<file path="config.mk">
export PLATFORM = sky130hd
export DESIGN_NAME = mul_seq_ctrl
export DESIGN_NICKNAME = d
export VERILOG_FILES = /design/src/rtl/mul_pkg.sv /design/src/rtl/mul_pp_row.sv /design/src/rtl/mul_seq_ctrl.sv
export SDC_FILE = /design/constraint.sdc
export NUM_CORES = 1
export LEC_CHECK = 0
export BUFFER_PORTS_ARGS = -buffer_cell sky130_fd_sc_hd__buf_4
export CELL_PAD_IN_SITES_DETAIL_PLACEMENT = 0
export CELL_PAD_IN_SITES_GLOBAL_PLACEMENT = 1
export CORE_MARGIN = 8
export CORE_UTILIZATION = 34
export DETAILED_ROUTE_END_ITERATION = 7
export GPL_TIMING_DRIVEN = 0
export PLACE_DENSITY_LB_ADDON = 0.15
export REMOVE_ABC_BUFFERS = 1
export SLEW_MARGIN = 25
export SYNTH_ARGS = -nofsm -noshare
export SYNTH_HDL_FRONTEND = slang
export SYNTH_SLANG_ARGS = --single-unit
export TNS_END_PERCENT = 1
</file>
<file path="constraint.sdc">
create_clock -name clk -period 3.7 [get_ports clk]
set_input_delay 0.74 -clock clk [delete_from_list [all_inputs] [get_ports clk]]
set_output_delay 0.74 -clock clk [all_outputs]
set_load 0.05 [all_outputs]
</file>
<file path="src/rtl/mul_pkg.sv">
// rtl/mul_pkg.sv - shared types and constants for the sequential Baugh-Wooley multiplier
package mul_pkg;

    typedef enum logic [1:0] {IDLE, RUN, DONE} state_t;

    // Correction constant 2^w + 2^(2w-1); callers truncate to 2*w bits.
    function automatic logic [63:0] bw_const(input int w);
        return (64'd1 << w) | (64'd1 << (2 * w - 1));
    endfunction

endpackage

</file>
<file path="src/rtl/mul_pp_row.sv">
// rtl/mul_pp_row.sv - one Baugh-Wooley partial-product row (AND/NAND cells)
module mul_pp_row #(
    parameter int WIDTH = 8
) (
    input  logic [WIDTH-1:0] xr,
    input  logic             ybit,
    input  logic             last_row,
    output logic [WIDTH-1:0] pp
);

    logic [WIDTH-1:0] and_row;
    logic [WIDTH-1:0] nand_mask;

    assign and_row   = xr & {WIDTH{ybit}};
    // Sign column is NANDed on ordinary rows; the last row NANDs every other column instead.
    assign nand_mask = {~last_row, {(WIDTH-1){last_row}}};
    assign pp        = and_row ^ nand_mask;

endmodule

</file>
<file path="src/rtl/mul_seq_ctrl.sv">
// rtl/mul_seq_ctrl.sv - sequential signed multiplier: one partial-product row per cycle
module mul_seq_ctrl
    import mul_pkg::*;
#(
    parameter int WIDTH = 8
) (
    input  logic               clk,
    input  logic               rst,
    input  logic               start,
    input  logic [WIDTH-1:0]   x,
    input  logic [WIDTH-1:0]   y,
    output logic               busy,
    output logic               done,
    output logic [2*WIDTH-1:0] product
);

    localparam int PW = 2 * WIDTH;
    localparam int CW = $clog2(WIDTH);
    localparam logic [PW-1:0] ACC_INIT = PW'(bw_const(WIDTH));
    localparam logic [CW-1:0] LAST     = CW'(WIDTH - 1);

    state_t           state;
    state_t           next_state;
    logic [CW-1:0]    count;
    logic [WIDTH-1:0] xr;
    logic [WIDTH-1:0] yr;
    logic [PW-1:0]    acc;
    logic [WIDTH-1:0] pp;
    logic [PW-1:0]    row;
    logic [PW-1:0]    acc_next;
    logic             accept;
    logic             last_row;

    assign last_row = (count == LAST);

    mul_pp_row #(.WIDTH(WIDTH)) u_pp_row (
        .xr       (xr),
        .ybit     (yr[count]),
        .last_row (last_row),
        .pp       (pp)
    );

    assign row      = {{WIDTH{1'b0}}, pp} << count;
    assign acc_next = acc + row;

    always_ff @(posedge clk or posedge rst) begin
        if (rst) begin
            state <= IDLE;
        end else begin
            state <= next_state;
        end
    end

    always_comb begin
        next_state = state;
        accept     = 1'b0;
        busy       = 1'b0;
        done       = 1'b0;
        case (state)
            IDLE: begin
                if (start) begin
                    accept     = 1'b1;
                    next_state = RUN;
                end
            end
            RUN: begin
                busy = 1'b1;
                if (last_row) begin
                    next_state = DONE;
                end
            end
            DONE: begin
                done = 1'b1;
                if (start) begin
                    accept     = 1'b1;
                    next_state = RUN;
                end else begin
                    next_state = IDLE;
                end
            end
            default: next_state = IDLE;
        endcase
    end

    always_ff @(posedge clk or posedge rst) begin
        if (rst) begin
            xr      <= '0;
            yr      <= '0;
            count   <= '0;
            acc     <= '0;
            product <= '0;
        end else if (accept) begin
            xr    <= x;
            yr    <= y;
            count <= '0;
            acc   <= ACC_INIT;
        end else if (state == RUN) begin
            acc <= acc_next;
            // Counter stops at the last row so it never wraps.
            if (last_row) begin
                product <= acc_next;
            end else begin
                count <= count + 1'b1;
            end
        end
    end

endmodule

</file>
==> results.tsv <==
metric	value	unit
status	finished clean	
post-synthesis sequential area ratio	35.6	%
Post-synth ARST share	100	%
clk buf depth	2	
commonest register cell after synthesis	dfrtp_1	
I/O pins	37	
Design Area, Final	0.00460	mm2
Synth Cell Area	0.00372	mm2
vias in the first global route	3217	
placement row count	38	
drt first pass iters	4	
number of synthesized flops with an enable pin	0	
Tot GR Track Use	14.3	%
Die ar.	0.0146	mm2
worst skew pair latency	310	ps
Core ar.	0.0107	mm2
Max Slew Vio Count	0	
chip width	121	um
Final Core Density	42.8	%
Fillers	1096	
crit path max fanout	19	
unrepaired setup endpoints after global routing	true	
Hold-fix buffers, CTS	0	
root buffer cell	clkbuf_8	
First DRT Iteration DRCs	252	
antenna cells	0	
H-tree depth	2	
Placer Congestion	0.803	
buffers added on ports	36	
drt via density	5.40	
Startpoint Class	register	
WL/cell	16.9	um
total CTS buffers	5	
Worst EP required	3950	ps
Rel. slew slack	36.4	%
share of cells above drive strength 1	28.8	%
synthesized flop and latch total	53	
Starting Density	34.7	%
synthesized netlist cell count	417	
post-route clock period utilization	99.5	%
Clock Sinks	53	
Highest Clock Rate	0.271	GHz
Vias	3229	
Max Cap Viol	0	
final hold vios	0	
Yosys cell types	64	
Avg Cell Area, Syn	8.93	um2
crit end category	register	
Die Height	121	um
Layout area overhead	23.6	%
initial antenna violation count	0	
Yosys warning total	0	
CTS tree	done	
final WL	10100	um
CP Class	reg -> reg	
Total Nets Final	495	
most common cell after layout, fill and taps aside	nand2_1	
most frequent cells in the layout	nand2_1, buf_4, dfrtp_1	
Worst Max-Slew Pin Slew	950	ps
largest net degree at the start of global routing	29	
Period minus WS final	3680	ps
Area after DPL	0.00406	mm2
Final setup viols	0	
Worst EP arrival	3930	ps
residual DRC count	0	
remaining antenna violation count	0	
clock skew	4.46	ps
total gr overflow	0	
post-synth top area cell	dfrtp_1	
Hold Crit Class	in -> async	
Yosys top cell area share	35.6	%
first-pass GRT wire length	16900	um
top cells by area, synth	dfrtp_1, nand2_1, ha_1	
Reg clk slew, reported paths	100	ps
HPWL after DPL	6740	um
cells by family (layout without fill, tap and decap cells):
group | Yosys count | in the layout | share of synthesized area, %
AND/OR/NAND/NOR | 165 | 165 | 20.9
AO/OA/AOI/OAI | 108 | 109 | 21.3
flip-flops | 53 | 53 | 35.6
buffers and inverters | 39 | 79 | 5.01
multiplexers | 22 | 22 | 8.00
adder cells (fa/ha/maj) | 19 | 19 | 6.59
XOR/XNOR | 11 | 11 | 2.59
state kept, by name (all words and copies together) (netlist names):
register / count
yr: 8
product: 16
acc: 16
state: 2
count: 3
xr: 8
metal layers:
metal | GRT usage, % | part of all wire (%) | vias to the layer above
met4 | 4.22 | 1.2 | 0
met1 | 18.7 | 48 | 1546
met2 | 23.9 | 47 | 62
met5 | 0 | 0 | -
li1 | - | - | 1610
met3 | 2.14 | 3.2 | 11
cell type report:
cell class	instances	area, um2	share of cell area [%]
clock buffer	7	96.3	2.09
multi-input combinational	326	2410	52.3
inverter	10	57.6	1.25
tap	140	175	3.81
sequential	53	1340	29.1
clock inverter	1	5.00	0.109
timing repair buffer	61	523	11.4
cell usage after synthesis, types with 3 or more instances:
library cell	number
a32o_1	4
and2_1	5
mux2i_1	11
a2111oi_2	3
nor2b_1	6
nand4_1	4
nor4_1	3
nand3_1	15
clkbuf_1	14
buf_6	3
xnor2_1	9
o211ai_1	3
a211oi_1	6
buf_2	8
nor2_1	18
a31o_2	4
a22o_1	8
a211o_1	3
o31ai_1	3
nand2_1	82
or3_1	7
a21o_1	8
o21ai_0	18
inv_1	8
ha_1	18
mux4_2	4
a221o_1	3
nor3_1	8
a21oi_1	23
mux2_2	5
and3_1	6
dfrtp_1	53
final timing paths:
path	cells past startpoint	startpoint	end	slack [ps]
worst max-delay path	13	count[0]	product[14]	20
worst min-delay path	2	rst	xr[4]	400
worst max register to register	13	count[0]	product[14]	20
worst min register to register	2	product[0]	product[0]	490
max in group asynchronous	3	rst	count[1]	2830
min in group clk	2	product[0]	product[0]	490
per-stage QoR:
step                      setup slack (ps)  instances  hold WS (ps)  setup TNS (ps)
after floorplan                       -632        388           440           -9300
after global placement               -1820        564           459          -37660
after detailed placement             -1820        566           465          -38600
after CTS                           -0.480        588           399          -0.480
after global routing                  -144        598           408           -1200
final                                 16.7        598           399               0
critical path, stage by stage (launching register included):
cell and delay (ps):
dfrtp_4 540, ha_1 250, ha_4 220, clkinv_8 120, o21ai_0 110, a211o_1 350
a2111oi_4 320, a22oi_2 130, ha_4 320, o21a_1 130, o211ai_1 180, a221o_2 470
o41a_1 420, nand3_1 80
timing repair:
item	in CTS	in global routing
cloned	1	0
hold endpoints to repair	0	0
gates resized for setup	31	25
pin swaps	6	19
buffers inserted	13	10
endpoints found under the setup margin	31	16
Power is left out: the tool's default activity adds up to more than one toggle a clock period on the data nets, which glitch-free logic cannot reach.
